$ cat src/rtl/tlb_op_unit_if.sv
// Bundle between the TLB op unit, the commit stage/CP0 and the shared TLB.
// The slave modport is the unit's view; master is the environment's view.
interface tlb_op_unit_if #(
  parameter int IDX_W = 4
);
  // TLB entry as exchanged with the shared TLB.
  typedef struct packed {
    logic [18:0] vpn2;
    logic [7:0]  asid;
    logic [15:0] page_mask;
    logic        g;
    logic [19:0] pfn0;
    logic [2:0]  c0;
    logic        d0;
    logic        v0;
    logic [19:0] pfn1;
    logic [2:0]  c1;
    logic        d1;
    logic        v1;
  } tlb_entry_t;

  logic             req_valid;
  logic             req_ready;
  logic [1:0]       req_op;
  logic             flush;
  logic [31:0]      cp0_index;
  logic [31:0]      cp0_entry_hi;
  logic [31:0]      cp0_entry_lo0;
  logic [31:0]      cp0_entry_lo1;
  logic [31:0]      cp0_page_mask;
  logic [31:0]      cp0_wired;
  logic             wired_we;
  logic [IDX_W-1:0] tlbrw_index;
  logic             tlbrw_we;
  tlb_entry_t       tlbrw_wdata;
  tlb_entry_t       tlbrw_rdata;
  logic [31:0]      tlbp_entry_hi;
  logic [31:0]      tlbp_index;
  logic             done_valid;
  logic [1:0]       done_op;
  logic [31:0]      done_index;
  tlb_entry_t       done_entry;
  logic [31:0]      cp0_random;

  modport slave (
    input  req_valid, req_op, flush, cp0_index, cp0_entry_hi, cp0_entry_lo0,
           cp0_entry_lo1, cp0_page_mask, cp0_wired, wired_we, tlbrw_rdata, tlbp_index,
    output req_ready, tlbrw_index, tlbrw_we, tlbrw_wdata, tlbp_entry_hi,
           done_valid, done_op, done_index, done_entry, cp0_random
  );

  modport master (
    output req_valid, req_op, flush, cp0_index, cp0_entry_hi, cp0_entry_lo0,
           cp0_entry_lo1, cp0_page_mask, cp0_wired, wired_we, tlbrw_rdata, tlbp_index,
    input  req_ready, tlbrw_index, tlbrw_we, tlbrw_wdata, tlbp_entry_hi,
           done_valid, done_op, done_index, done_entry, cp0_random
  );
endinterface

$ cat src/rtl/tlb_op_unit.sv
// TLB op unit: sequences TLBR/TLBWI/TLBWR/TLBP from commit into the shared TLB,
// returns Index/entry for CP0 writeback and owns the CP0 Random counter.
// One request in flight; accept -> op cycle -> done pulse.
module tlb_op_unit #(
  parameter int TLB_ENTRIES_NUM = 16
) (
  input logic          clk,
  input logic          rst,
  tlb_op_unit_if.slave bus
);
  localparam int IDX_W = $clog2(TLB_ENTRIES_NUM);
  localparam logic [IDX_W-1:0] RAND_TOP = IDX_W'(TLB_ENTRIES_NUM - 1);

  localparam logic [1:0] OP_TLBR  = 2'b00;
  localparam logic [1:0] OP_TLBWR = 2'b10;
  localparam logic [1:0] OP_TLBP  = 2'b11;

  typedef enum logic [2:0] {S_IDLE, S_READ, S_WRITE, S_PROBE, S_DONE} state_t;

  state_t           state_q, state_d;
  logic [1:0]       op_q;
  logic [26:0]      hi_q;    // {VPN2, ASID}
  logic [15:0]      mask_q;
  logic [24:0]      lo0_q;   // {PFN, C, D, V}
  logic [24:0]      lo1_q;
  logic             g_q;
  logic [IDX_W-1:0] random_q;
  logic             accept;
  logic             wired_big;
  logic             random_wrap;

  assign accept      = (state_q == S_IDLE) && bus.req_valid && !bus.flush;
  // A Wired value beyond the table pins Random at the top entry.
  assign wired_big   = |bus.cp0_wired[31:IDX_W];
  assign random_wrap = bus.wired_we || wired_big || (random_q <= bus.cp0_wired[IDX_W-1:0]);

  assign bus.tlbrw_wdata = {hi_q, mask_q, g_q, lo0_q, lo1_q};
  assign bus.done_op     = op_q;
  assign bus.cp0_random  = {{(32 - IDX_W){1'b0}}, random_q};

  // Random counter: decrements every cycle, reloads to the top on Wired write or floor hit.
  always_ff @(posedge clk or negedge rst) begin
    if (!rst) begin
      random_q <= RAND_TOP;
    end else if (random_wrap) begin
      random_q <= RAND_TOP;
    end else begin
      random_q <= random_q - 1'b1;
    end
  end

  // Control state: FSM state and the op reported on completion.
  always_ff @(posedge clk or negedge rst) begin
    if (!rst) begin
      state_q <= S_IDLE;
      op_q    <= 2'b00;
    end else begin
      state_q <= state_d;
      if (accept) begin
        op_q <= bus.req_op;
      end
    end
  end

  // CP0 operand snapshot at accept; only the fields a TLB entry needs are kept.
  always_ff @(posedge clk) begin
    if (accept) begin
      hi_q   <= {bus.cp0_entry_hi[31:13], bus.cp0_entry_hi[7:0]};
      mask_q <= bus.cp0_page_mask[28:13];
      lo0_q  <= bus.cp0_entry_lo0[25:1];
      lo1_q  <= bus.cp0_entry_lo1[25:1];
      g_q    <= bus.cp0_entry_lo0[0] & bus.cp0_entry_lo1[0];
    end
  end

  // TLB-facing index and probe key, loaded at accept so they are valid in the op cycle.
  always_ff @(posedge clk or negedge rst) begin
    if (!rst) begin
      bus.tlbrw_index   <= '0;
      bus.tlbp_entry_hi <= '0;
    end else if (accept) begin
      if (bus.req_op == OP_TLBP) begin
        bus.tlbp_entry_hi <= bus.cp0_entry_hi;
      end else if (bus.req_op == OP_TLBWR) begin
        bus.tlbrw_index <= random_q;
      end else begin
        bus.tlbrw_index <= bus.cp0_index[IDX_W-1:0];
      end
    end
  end

  // Result capture at the end of the READ / PROBE cycle; held until the next capture.
  always_ff @(posedge clk or negedge rst) begin
    if (!rst) begin
      bus.done_index <= '0;
      bus.done_entry <= '0;
    end else begin
      if (state_q == S_READ) begin
        bus.done_entry <= bus.tlbrw_rdata;
      end
      if (state_q == S_PROBE) begin
        bus.done_index <= bus.tlbp_index;
      end
    end
  end

  // Next-state and per-state strobes; flush cancels completion and returns to IDLE.
  always_comb begin
    state_d       = state_q;
    bus.req_ready = 1'b0;
    bus.tlbrw_we  = 1'b0;
    bus.done_valid = 1'b0;
    unique case (state_q)
      S_IDLE: begin
        bus.req_ready = 1'b1;
        if (accept) begin
          if (bus.req_op == OP_TLBR) begin
            state_d = S_READ;
          end else if (bus.req_op == OP_TLBP) begin
            state_d = S_PROBE;
          end else begin
            state_d = S_WRITE;
          end
        end
      end
      S_READ, S_PROBE: begin
        state_d = bus.flush ? S_IDLE : S_DONE;
      end
      S_WRITE: begin
        bus.tlbrw_we = 1'b1;
        state_d      = bus.flush ? S_IDLE : S_DONE;
      end
      S_DONE: begin
        bus.done_valid = !bus.flush;
        state_d        = S_IDLE;
      end
      default: begin
        state_d = S_IDLE;
      end
    endcase
  end
endmodule
$ cat src/flat_wrapper.sv
// flat-port wrapper written by rule: the top's interface ports become plain ports
module tlb_op_unit_flat 
#(
  parameter int TLB_ENTRIES_NUM = 16
)
  (clk, rst, bus_req_valid, bus_req_op, bus_flush, bus_cp0_index, bus_cp0_entry_hi, bus_cp0_entry_lo0, bus_cp0_entry_lo1, bus_cp0_page_mask, bus_cp0_wired, bus_wired_we, bus_tlbrw_rdata, bus_tlbp_index, bus_req_ready, bus_tlbrw_index, bus_tlbrw_we, bus_tlbrw_wdata, bus_tlbp_entry_hi, bus_done_valid, bus_done_op, bus_done_index, bus_done_entry, bus_cp0_random);
  tlb_op_unit_if bus_i ();
  input logic clk;
  input logic rst;
  input wire logic [$bits(bus_i.req_valid)-1:0] bus_req_valid;
  input wire logic [$bits(bus_i.req_op)-1:0] bus_req_op;
  input wire logic [$bits(bus_i.flush)-1:0] bus_flush;
  input wire logic [$bits(bus_i.cp0_index)-1:0] bus_cp0_index;
  input wire logic [$bits(bus_i.cp0_entry_hi)-1:0] bus_cp0_entry_hi;
  input wire logic [$bits(bus_i.cp0_entry_lo0)-1:0] bus_cp0_entry_lo0;
  input wire logic [$bits(bus_i.cp0_entry_lo1)-1:0] bus_cp0_entry_lo1;
  input wire logic [$bits(bus_i.cp0_page_mask)-1:0] bus_cp0_page_mask;
  input wire logic [$bits(bus_i.cp0_wired)-1:0] bus_cp0_wired;
  input wire logic [$bits(bus_i.wired_we)-1:0] bus_wired_we;
  input wire logic [$bits(bus_i.tlbrw_rdata)-1:0] bus_tlbrw_rdata;
  input wire logic [$bits(bus_i.tlbp_index)-1:0] bus_tlbp_index;
  output wire logic [$bits(bus_i.req_ready)-1:0] bus_req_ready;
  output wire logic [$bits(bus_i.tlbrw_index)-1:0] bus_tlbrw_index;
  output wire logic [$bits(bus_i.tlbrw_we)-1:0] bus_tlbrw_we;
  output wire logic [$bits(bus_i.tlbrw_wdata)-1:0] bus_tlbrw_wdata;
  output wire logic [$bits(bus_i.tlbp_entry_hi)-1:0] bus_tlbp_entry_hi;
  output wire logic [$bits(bus_i.done_valid)-1:0] bus_done_valid;
  output wire logic [$bits(bus_i.done_op)-1:0] bus_done_op;
  output wire logic [$bits(bus_i.done_index)-1:0] bus_done_index;
  output wire logic [$bits(bus_i.done_entry)-1:0] bus_done_entry;
  output wire logic [$bits(bus_i.cp0_random)-1:0] bus_cp0_random;
  assign bus_i.req_valid = bus_req_valid;
  assign bus_i.req_op = bus_req_op;
  assign bus_i.flush = bus_flush;
  assign bus_i.cp0_index = bus_cp0_index;
  assign bus_i.cp0_entry_hi = bus_cp0_entry_hi;
  assign bus_i.cp0_entry_lo0 = bus_cp0_entry_lo0;
  assign bus_i.cp0_entry_lo1 = bus_cp0_entry_lo1;
  assign bus_i.cp0_page_mask = bus_cp0_page_mask;
  assign bus_i.cp0_wired = bus_cp0_wired;
  assign bus_i.wired_we = bus_wired_we;
  assign bus_i.tlbrw_rdata = bus_tlbrw_rdata;
  assign bus_i.tlbp_index = bus_tlbp_index;
  assign bus_req_ready = bus_i.req_ready;
  assign bus_tlbrw_index = bus_i.tlbrw_index;
  assign bus_tlbrw_we = bus_i.tlbrw_we;
  assign bus_tlbrw_wdata = bus_i.tlbrw_wdata;
  assign bus_tlbp_entry_hi = bus_i.tlbp_entry_hi;
  assign bus_done_valid = bus_i.done_valid;
  assign bus_done_op = bus_i.done_op;
  assign bus_done_index = bus_i.done_index;
  assign bus_done_entry = bus_i.done_entry;
  assign bus_cp0_random = bus_i.cp0_random;
  tlb_op_unit #(.TLB_ENTRIES_NUM(TLB_ENTRIES_NUM)) u_core (.clk(clk), .rst(rst), .bus(bus_i));
endmodule
$ cat config.mk
export PLATFORM = sky130hd
export DESIGN_NAME = tlb_op_unit_flat
export DESIGN_NICKNAME = d
export VERILOG_FILES = /design/src/rtl/tlb_op_unit_if.sv /design/src/rtl/tlb_op_unit.sv /design/src/flat_wrapper.sv
export SDC_FILE = /design/constraint.sdc
export NUM_CORES = 1
export LEC_CHECK = 0
export BUFFER_PORTS_ARGS = -buffer_cell sky130_fd_sc_hd__buf_2
export CORE_AREA = 2 2 241 243
export DETAILED_ROUTE_END_ITERATION = 12
export DIE_AREA = 0 0 243 245
export PLACE_DENSITY = 0.4
export SYNTH_ARGS = -nofsm -noshare
export SYNTH_HDL_FRONTEND = slang
export SYNTH_SLANG_ARGS = --single-unit
$ cat constraint.sdc
create_clock -name clk -period 4.1 [get_ports clk]
set_clock_uncertainty 0.15 [all_clocks]
set_input_delay 1.23 -clock clk [delete_from_list [all_inputs] [get_ports clk]]
set_output_delay 1.23 -clock clk [all_outputs]
set_load 0.01 [all_outputs]
Yosys cells after proc, flatten, opt, wreduce, memory -nomap -nowiden
Cells that the tools add are included.
{ "classes": {"n_eq_ne": 7, "n_addsub": 1, "n_reduce_logical": 11, "muxes": 10, "n_bitwise": 2, "n_lt_le_gt_ge": 1} }
{ "ops": {"columns": ["cell", "count"], "rows": [
  ["$reduce_or 28->1", 1],
  ["$mux 3", 3],
  ["$mux 4", 2],
  ["$eq 3x2->1 const B", 2],
  ["$pmux 3 s2", 1],
  ["$eq 2x2->1 const B", 2],
  ["$le 4x4->1", 1],
  ["$mux 1", 4],
  ["$reduce_and 2->1", 2],
  ["$sub 4x1->4 const B", 1],
  ["$eq 3x1->1 const B", 1],
  ["$eq 3x3->1 const B", 1],
  ["$logic_not 3->1", 1],
  ["$reduce_or 3->1", 1],
  ["$logic_and 1x1->1", 2],
  ["$logic_not 2->1", 1],
  ["$logic_or 1x1->1", 2],
  ["$ne 2x1->1 const B", 1],
  ["$and 1x1->1", 1],
  ["$logic_not 1->1", 1],
  ["$not 1->1", 1]
]} }
{ "word_totals": {"elab_cells": 55, "inputBits": 325, "output_inout_bits": 293, "ff_bits": 265} }

Longest topological paths before layout
Gate-level depths: netlist of run 1.
{ "logic_depth": {"depth_word": 5, "mapped_depth": 5, "ltp_nobuf": 5} }

Worst setup path after synthesis of run 1
Ideal clock, no wire load.
{ "synth_path": {"path_type": "input to register", "from": "input bus_flush", "to": "register u_core.g_q (enable)", "setup_slack_ps": 24, "arrival_ps": 3479, "setup_ps": 447, "required_ps": 3503, "path_stages": 3, "n_path_buf": 0, "cell_sequence": "nor4_4 -> nand2_1 -> inv_1"} }
{ "synth_via": {"elab_chain_len": 2} }
{ "synth_lines": {"columns": ["element", "line", "rtl"], "rows": [
  ["start: declaration", "flat_wrapper.sv:12", "input wire logic [$bits(bus_i.flush)-1:0] bus_flush;"],
  ["$logic_not 1->1", "tlb_op_unit.sv:32", "assign accept = (state_q == S_IDLE) && bus.req_valid && !bus.flush;"],
  ["$logic_and 1x1->1", "tlb_op_unit.sv:32", null],
  ["via u_core.accept", "tlb_op_unit.sv:28", "logic accept;"],
  ["end signal: assignment", "tlb_op_unit.sv:72", "g_q <= bus.cp0_entry_lo0[0] & bus.cp0_entry_lo1[0];"],
  ["end: declaration", "tlb_op_unit.sv:26", "logic g_q;"]
]} }
The timed path passes the listed nets, and every way through them passes these cells.
A chain may end at the register's enable or synchronous reset.

Worst setup path after layout of run 1
{ "layout_path": {"from": "input bus_flush", "to": "output bus_done_valid"} }
{ "layout_via": {"elab_chain_len": 2} }
{ "layout_lines": {"columns": ["element", "line", "rtl"], "rows": [
  ["$logic_not 1->1", "tlb_op_unit.sv:134", "bus.done_valid = !bus.flush;"],
  ["$mux 1", "tlb_op_unit.sv:113", "unique case (state_q)"],
  ["end: declaration", "flat_wrapper.sv:27", "output wire logic [$bits(bus_i.done_valid)-1:0] bus_done_valid;"]
]} }
No other way between the ends.

==> results of run 1 <==
## cell usage after synthesis
| library cell | count | share of area |
|---|---|---|
| o211a_1 | 1 | 0.0010 |
| dfstp_2 | 4 | 0.011 |
| inv_1 | 8 | 0.0030 |
| nor3b_2 | 1 | 0.0013 |
| nor4_4 | 1 | 0.0022 |
| buf_2 | 7 | 0.0035 |
| o31ai_1 | 1 | 0.00076 |
| buf_6 | 3 | 0.0034 |
| o2111ai_1 | 4 | 0.0035 |
| and2_1 | 1 | 0.00063 |
| nand3b_1 | 2 | 0.0015 |
| nand4_1 | 1 | 0.00063 |
| clkbuf_2 | 1 | 0.00051 |
| conb_1 | 1 | 0.00038 |
| xor2_1 | 1 | 0.00089 |
| edfxtp_1 | 94 | 0.29 |
| nor4_1 | 8 | 0.0051 |
| nand2_1 | 1 | 0.00038 |
| mux2_4 | 30 | 0.046 |
| mux2_2 | 138 | 0.16 |
| a21o_1 | 1 | 0.00076 |
| and4_1 | 1 | 0.00089 |
| nand3_4 | 1 | 0.0018 |
| or4_1 | 1 | 0.00076 |
| nor2b_1 | 1 | 0.00063 |
| nor3b_1 | 1 | 0.00076 |
| nor3_1 | 3 | 0.0015 |
| nor4b_1 | 2 | 0.0018 |
| buf_4 | 36 | 0.027 |
| dfrtp_1 | 167 | 0.42 |
| ha_1 | 8 | 0.010 |
| nor4bb_1 | 1 | 0.0010 |
| nor2_1 | 4 | 0.0015 |
| and3_1 | 1 | 0.00063 |
## worst max-delay path by stage
stage | from | to | cells after the start
2_1_floorplan | bus_flush | u_core.g_q$_DFFE_PP_ | 3
3_3_place_gp | bus_flush | u_core.lo0_q[22]$_DFFE_PP_ | 5
3_5_place_dp | bus_flush | u_core.lo0_q[22]$_DFFE_PP_ | 5
6_report | bus_flush | bus_done_valid | 3
4_1_cts | bus_flush | bus_done_valid | 3
5_1_grt | bus_flush | bus_done_valid | 3
## worst max-delay path, cell delays in order
cell and delay (ns):
buf_2 0.13, nor4b_1 0.22, buf_2 0.19
## state kept, by name, indices dropped and copies added (netlist names)
| register | cells |
|---|---|
| u_core.bus.done_entry | 94 |
| u_core.bus.done_index | 32 |
| u_core.bus.tlbp_entry_hi | 32 |
| u_core.hi_q | 27 |
| u_core.lo0_q | 25 |
| u_core.lo1_q | 25 |
| u_core.mask_q | 16 |
| u_core.bus.tlbrw_index | 4 |
| u_core.random_q | 4 |
| u_core.state_q | 3 |
| u_core.bus.done_op | 2 |
| u_core.g_q | 1 |
## layout by cell type (no fill, tap or decap), drive strengths merged, types with 3 or more instances in the layout
master,Yosys,routed
inv,8,9
ha,8,8
conb,1,28
dfstp,4,4
mux2,168,168
clkbuf,1,41
clkinv,0,15
nor4,9,9
nor2,4,4
edfxtp,94,94
buf,46,543
dfrtp,167,167
nor3,3,3
o2111ai,4,4
## power by group
| group | internal (mW) | total (mW) | leakage, nW | switching (mW) |
|---|---|---|---|---|
| combinational | 0.956 | 1.85 | 3.30 | 0.894 |
| sequential | 3.35 | 3.61 | 2.91 | 0.259 |
| clock | 1.65 | 2.83 | 0.526 | 1.18 |
| total | 5.96 | 8.29 | 6.73 | 2.33 |
## metal layers
metal	track usage	vias up
met5	0	-
met4	0.03176	2
met3	0.03149	35
met2	0.1783	295
met1	0.09728	3201
li1	-	3021
## final cells by class
class / instances / area, µm² / share of cell area
Tap cell: 765 / 957.2 / 0.06611
Inverter: 8 / 32.53 / 0.002247
Multi-Input combinational cell: 243 / 2511 / 0.1735
Sequential cell: 265 / 7107 / 0.4909
Clock buffer: 41 / 908.4 / 0.06274
Clock inverter: 19 / 150.1 / 0.01037
Timing Repair Buffer: 543 / 2811 / 0.1942
## per-stage QoR
step / power [mW] / cell area (µm²) / instances / utilization / hold WS (ns)
after detailed placement: 5.566 / 13420 / 1824 / 0.2353 / 0.3375
after global routing: 8.792 / 14480 / 1884 / 0.2538 / 0.3595
final: 8.291 / 14480 / 1884 / 0.2538 / 0.3484
after CTS: 8.503 / 14480 / 1884 / 0.2538 / 0.3491
after global placement: 5.546 / 13420 / 1824 / 0.2353 / 0.3326
after floorplan: 4.589 / 9986 / 563 / - / 0.4000
## kinds of logic after synthesis
family | Yosys count | share of synthesized area
AND/OR/NAND/NOR | 31 | 0.02291
XOR/XNOR | 1 | 0.0008862
multiplexers | 168 | 0.2028
adder cells (fa/ha/maj) | 8 | 0.01013
flip-flops | 265 | 0.7190
buffers and inverters | 55 | 0.03785
other | 1 | 0.0003794
AO/OA/AOI/OAI | 7 | 0.006076
==> flow_metrics.tcl, run 1 <==
set metrics [dict create \
    period_minus_slack_ns 3.146 \
    worstPathMaxFanout 3 \
    fill_cells 6096 \
    vias 6554 \
    worst_pin_slew_ns 0.7951 \
    holdPathEnd "u_core.bus.done_index[0]$_DFFE_PN0N_" \
    fin_ws_ns 0.9545 \
    io_pins 618 \
    grt_use_total 0.09446 \
    drv_slew 0 \
    syn_inst 536 \
    layout.nets 1428 \
    power_density_nw_per_um2 572.7 \
    rsz0062_at_grt "false" \
    wl_per_cell_um 15.66 \
    htreeDepth 2 \
    die_h_um 245 \
    drtPass1Iterations 4 \
    critical_path_class "in2out" \
    cts_tree "done" \
    timing.reg2reg.setup_slack_ns 1.63 \
    cts.repair.resized 0 \
    fin_crit_sh 0.7672 \
    max_cap_violations 0 \
    wl_met1_um 10330 \
    synth_cell_types 34 \
    dp_slack_ns 0.8223 \
    grt_pass1_wl_um 42400 \
    grt_overflow 0 \
    leakagePower_nw 6.728 \
    r2r-start "u_core.state_q[1]$_DFFE_PN0P_" \
    drcViolationCount 0 \
    cts_root_buffer "clkbuf_16" \
    syn_avg_cell_area_um2 18.44 \
    wl_met2_um 16190 \
    hold_class "reg2reg" \
    io_buffers 533 \
    drtIter0Drc 161 \
    place_congestion 0.8148 \
    grt_pass1_vias 6687 \
    area.growth.synth_to_final_pct 46.47 \
    ff2ff_path_depth 4 \
    end_kind "output port" \
    peakVddDrop_mv 0.2545 \
    dp_hpwl_um 22520 \
    ys_seq_area_frac 0.7190 \
    r2r-end "u_core.lo0_q[22]$_DFFE_PP_" \
    clk_pin_slew_worst_paths_ns 0.05 \
    die_w_um 243 \
    max_freq_mhz 317.9 \
    setup_viol 0 \
    finalSetupTns_ns 0 \
    cts_buffers 34 \
    hold_violations 0 \
    clk_path_buf_depth 3 \
    holdCritStartpoint "u_core.bus.done_index[0]$_DFFE_PN0N_" \
    clock_latency_ns 0.51 \
    totalWireLength_um 29510 \
    postCtsSetupBuffers 0 \
    arrival_ns 1.77 \
    drive_above_1_share 0.6908 \
    netlist_area_um2 9884 \
    postRouteAntennaNets 0 \
    relSlewSlack 0.4694 \
    grt_max_degree 59 \
    dieArea_um2 59540 \
    placementRows 88 \
    route.met3.wl_um 2397 \
    initial_core_util 0.1733 \
    diodes 0 \
    clock_sinks 265 \
    crit_required_ns 2.72 \
    antenna_found_initial 1 \
    synth_seq_cells 265 \
    core_area_um2 57030 \
    status "finished, final reports clean" \
    highest_layer "met5" \
    critPathLaunchType "input port" \
    via_per_inst 3.479 \
    ys_warn_count 0 \
    holdBufCountCts 0 \
    whs_path_depth 1 \
]
No activity file was read; power rests on OpenSTA's default activity.
==> inputs of run 2 (changes only) <==
clock period = 3.26 ns   (was 4.1 ns; I/O delays follow)
==> flow_metrics.tcl, run 2 (same netlist as run 1, synthesis figures left out) <==
set metrics [dict create \
    drv_slew 0 \
    grt_max_degree 60 \
    drive_above_1_share 0.6899 \
    grt_pass1_wl_um 42500 \
    core_area_um2 57030 \
    top_register "u_core.bus.done_entry" \
    hold_violations 0 \
    relSlewSlack 0.5401 \
    die_w_um 243 \
    critPathMaxStageDelay_ns 0.49 \
    via_per_inst 3.498 \
    placementRows 88 \
    end_kind "output port" \
    area.growth.synth_to_final_pct 46.94 \
    diodes 0 \
    cts_root_buffer "clkbuf_16" \
    crit_required_ns 2.13 \
    drtPass1Iterations 4 \
    multi_input_area_um2 2511 \
    postCtsSetupBuffers 0 \
    totalWireLength_um 29100 \
    grt_overflow 0 \
    register_area_um2 7107 \
    clk_path_buf_depth 3 \
    worst-path-buf-inv 1 \
    final_common_cell "buf_2" \
    cts.repair.resized 0 \
    rsz0062_at_grt "false" \
    io_pins 618 \
    setup_viol 0 \
    critPathLaunchType "flop" \
    cts_buffers 31 \
    layout.nets 1440 \
    initial_core_util 0.1733 \
    largestRegisters "u_core.bus.done_entry (94), u_core.bus.done_index (32), u_core.bus.tlbp_entry_hi (32)" \
    final_core_util 0.2547 \
    io_buffers 533 \
    drcViolationCount 0 \
    place_congestion 0.7898 \
    cts_tree "done" \
    postRouteAntennaNets 0 \
    arrival_ns 1.58 \
    dieArea_um2 59540 \
    grt_use_total 0.09176 \
    hold_class "in2async" \
    finalSetupTns_ns 0 \
    status "finished, final reports clean" \
    antenna_found_initial 1 \
    peakVddDrop_mv 0.3376 \
    worst_pin_slew_ns 0.6892 \
    crit_chain "nor4b_1 -> buf_2" \
    fin_crit_sh 0.8300 \
    clock_latency_ns 0.57 \
    vias 6636 \
    holdBufCountCts 0 \
    dp_hpwl_um 22780 \
    max_cap_violations 0 \
    path_delay_family "flip-flops" \
    htreeDepth 1 \
    max_freq_mhz 369.6 \
    leakagePower_nw 6.749 \
    largest_reg_flops 94 \
    fill_cells 6059 \
    die_h_um 245 \
    mostFrequentLayoutCells "532 x buf_2, 167 x dfrtp_1, 138 x mux2_2" \
    critical_path_class "reg2out" \
    wl_per_cell_um 15.34 \
    drtIter0Drc 165 \
    worstPathMaxFanout 7 \
    clock_sinks 265 \
    slowest_stage "dfrtp_1" \
    period_minus_slack_ns 2.706 \
    grt_pass1_vias 7118 \
    power_density_nw_per_um2 700.2 \
    clk_pin_slew_worst_paths_ns 0.06 \
]
==> run 2: cell types whose count changed in the layout (fill, tap and decap cells not counted) <==
cell / before / now
buf_4: 5 / 18
clkinv_1: 1 / 6
clkinv_2: 12 / 6
clkinv_8: 2 / 0
buf_12: 5 / 7
inv_4: 1 / 0
inv_6: 1 / 2
clkbuf_16: 35 / 31
clkinvlp_4: 2 / 5
clkbuf_8: 1 / 3
==> run 2: final timing paths <==
| check | endpoint | startpoint | depth (start not counted) | slack, ns |
|---|---|---|---|---|
| min in group clk | u_core.bus.done_index[15]$_DFFE_PN0N_ | u_core.bus.done_index[15]$_DFFE_PN0N_ | 1 | 0.35 |
| max in group asynchronous | u_core.bus.done_entry[27]$_DFFE_PN0N_ | rst | 2 | 2.01 |
| setup reg to reg | u_core.lo0_q[20]$_DFFE_PP_ | u_core.state_q[1]$_DFFE_PN0P_ | 4 | 0.99 |
| hold / removal | u_core.bus.done_entry[32]$_DFFE_PN0N_ | rst | 1 | 0.26 |
| hold reg to reg | u_core.bus.done_index[15]$_DFFE_PN0N_ | u_core.bus.done_index[15]$_DFFE_PN0N_ | 1 | 0.35 |
| setup / recovery | bus_done_valid | u_core.state_q[1]$_DFFE_PN0P_ | 2 | 0.55 |
==> run 2: area by class of cell <==
| cell class | instances | area share |
|---|---|---|
| timing repair buffer | 558 | 0.2031 |
| tap | 765 | 0.06590 |
| multi-input combinational | 243 | 0.1729 |
| clock buffer | 39 | 0.05755 |
| sequential | 265 | 0.4893 |
| inverter | 8 | 0.002326 |
| clock inverter | 19 | 0.008959 |
==> run 2: power by group <==
part / switching, mW / total, mW / internal, mW
registers: 0.335 / 4.55 / 4.21
clock network: 1.40 / 3.28 / 1.89
logic: 1.12 / 2.34 / 1.22
total: 2.86 / 10.2 / 7.31
==> run 2: stage by stage <==
stage / worst slack [ns] / cells / hold WS, ns / instance area (µm²) / total power [mW]
6_report: 0.5542 / 1897 / 0.2593 / 14520 / 10.17
5_1_grt: 0.3984 / 1897 / 0.2854 / 14520 / 10.70
4_1_cts: 0.4874 / 1897 / 0.2591 / 14520 / 10.41
3_5_place_dp: 0.5073 / 1839 / 0.3376 / 13560 / 7.016
3_3_place_gp: 0.5061 / 1839 / 0.3336 / 13560 / 6.990
2_1_floorplan: 0.1139 / 563 / 0.4000 / 9990 / 5.770
==> run 2: layer usage <==
metal / track usage / share of wire
met1: 0.09574 / 0.35
met2: 0.1744 / 0.54
met3: 0.02701 / 0.083
met4: 0.03104 / 0.026
met5: 0 / 0
==> run 2: worst register-to-register path, stage by stage, from the launching register on <==
cell	delay, ns
dfrtp_1	0.49
nor4_4	0.41
nand2_1	0.24
clkinvlp_4	0.38
buf_12	0.27
==> inputs of run 3 (changes only) <==
clock period = 2.8 ns   (was 3.26 ns; I/O delays follow)
==> flow_metrics.tcl, run 3 (same netlist as run 1, synthesis figures left out) <==
set metrics [dict create \
    status "finished, final reports clean" \
    worstPathMaxFanout 7 \
    area.growth.synth_to_final_pct 48.47 \
    totalWireLength_um 29440 \
    io_buffers 533 \
    power_mw 12.57 \
    grt_overflow 0 \
    grt_pass1_wl_um 42970 \
    clk_path_buf_depth 3 \
    path_delay_family "flip-flops" \
    critical_path_class "reg2out" \
    antenna_found_initial 1 \
    grt_pass1_vias 6923 \
    grt_max_degree 95 \
    crit_cells 2 \
    critPathLaunchType "flop" \
    clock_latency_ns 0.51 \
    drtPass1Iterations 4 \
    crit_chain "nor4b_1 -> buf_2" \
    slowest_stage "dfrtp_1" \
    hold_class "in2reg" \
    largestRegisters "u_core.bus.done_entry (94), u_core.bus.done_index (32), u_core.bus.tlbp_entry_hi (32)" \
    max_freq_mhz 395.9 \
    cts_buffers 34 \
    hold_ws_ns 0.3436 \
    postRouteAntennaNets 0 \
    via_per_inst 3.535 \
    postCtsSetupBuffers 0 \
    io_pins 618 \
    drtIter0Drc 174 \
    diodes 0 \
    cts.repair.resized 0 \
    relSlewSlack 0.5863 \
    drive_above_1_share 0.6886 \
    drv_slew 0 \
    layout.nets 1434 \
    max_cap_violations 0 \
    rsz0062_at_grt "false" \
    leakagePower_nw 6.811 \
    end_kind "output port" \
    top_register "u_core.bus.done_entry" \
    worst_pin_slew_ns 0.6205 \
    htreeDepth 2 \
    die_w_um 243 \
    place_congestion 0.7701 \
    cts_root_buffer "clkbuf_16" \
    power_density_nw_per_um2 856.3 \
    fin_crit_sh 0.9020 \
    dp_hpwl_um 22500 \
    whs_path_depth 1 \
    worst-path-buf-inv 1 \
    setup_viol 0 \
    clk_pin_slew_worst_paths_ns 0.06 \
    critPathMaxStageDelay_ns 0.49 \
    crit_required_ns 1.81 \
    die_h_um 245 \
    wl_per_cell_um 15.58 \
    core_area_um2 57030 \
    hold_violations 0 \
    drcViolationCount 0 \
    clock_sinks 265 \
    arrival_ns 1.54 \
    holdBufCountCts 1 \
    cts_tree "done" \
    grt_use_total 0.09476 \
    largest_reg_flops 94 \
    peakVddDrop_mv 0.3757 \
    ff2ff_path_depth 4 \
    mostFrequentLayoutCells "532 x buf_2, 167 x dfrtp_1, 138 x mux2_2" \
    initial_core_util 0.1733 \
    placementRows 88 \
    dieArea_um2 59540 \
    vias 6678 \
    period_minus_slack_ns 2.526 \
    final_common_cell "buf_2" \
]
[run 3: changes by cell type in the layout (fill, tap and decap cells not counted), sizes merged]
| cell | change |
|---|---|
| inv | -1 |
| dlygate4sd3 | +1 |
| clkinv | -5 |
| bufinv | +5 |
| buf | -10 |
| clkinvlp | -4 |
| clkbuf | +6 |
[run 3: layout make-up]
cell class / count / area [µm²]
inverter: 8 / 33.78
multi-input combinational: 243 / 2514
fill: 6110 / 42360
timing repair buffer: 549 / 2897
clock buffer: 45 / 943.4
sequential: 265 / 7107
clock inverter: 14 / 224.0
tap: 765 / 957.2
[run 3: stage by stage]
| stage | setup WS, ns | instance area, µm² | TNS [ns] | std cells | utilization |
|---|---|---|---|---|---|
| global route | 0.1587 | 14680 | 0 | 1889 | 0.2573 |
| finish | 0.2743 | 14680 | 0 | 1889 | 0.2573 |
| global placement | 0.3224 | 13500 | 0 | 1829 | 0.2367 |
| detailed placement | 0.3087 | 13500 | 0 | 1829 | 0.2367 |
| floorplan | -0.1155 | 9992 | -10.85 | 563 | - |
| CTS | 0.1946 | 14680 | 0 | 1889 | 0.2573 |
[run 3: worst reg2reg max path, delay by kind of cell (launching register included)]
kind	cells	cell delay, ns
AND/OR/NAND/NOR	2	0.62
flip-flops	1	0.49
buffers and inverters	2	0.56
[run 3: final timing paths]
kind                                                            start                                    end  slack, ns
max in group asynchronous                                         rst  u_core.bus.done_entry[42]$_DFFE_PN0N_       1.11
min in group asynchronous                                         rst   u_core.bus.done_index[2]$_DFFE_PN0N_       0.60
worst max register to register          u_core.state_q[1]$_DFFE_PN0P_              u_core.hi_q[22]$_DFFE_PP_       0.67
worst max-delay path                    u_core.state_q[1]$_DFFE_PN0P_                         bus_done_valid       0.27
worst min-delay path                            bus_cp0_entry_lo1[23]             u_core.lo1_q[22]$_DFFE_PP_       0.34
worst min register to register  u_core.bus.done_entry[38]$_DFFE_PN0N_  u_core.bus.done_entry[38]$_DFFE_PN0N_       0.35
[run 3: power by group]
part / internal, mW / switching, mW
sequential: 4.90 / 0.387
combinational: 1.41 / 1.31
clock: 2.92 / 1.64
[run 3: layer usage]
metal | track usage | share of wire | up-vias
met3 | 0.03510 | 0.085 | 42
met2 | 0.1718 | 0.53 | 313
li1 | - | - | 3040
met5 | 0 | 0 | -
met4 | 0.03194 | 0.025 | 0
met1 | 0.1011 | 0.37 | 3283
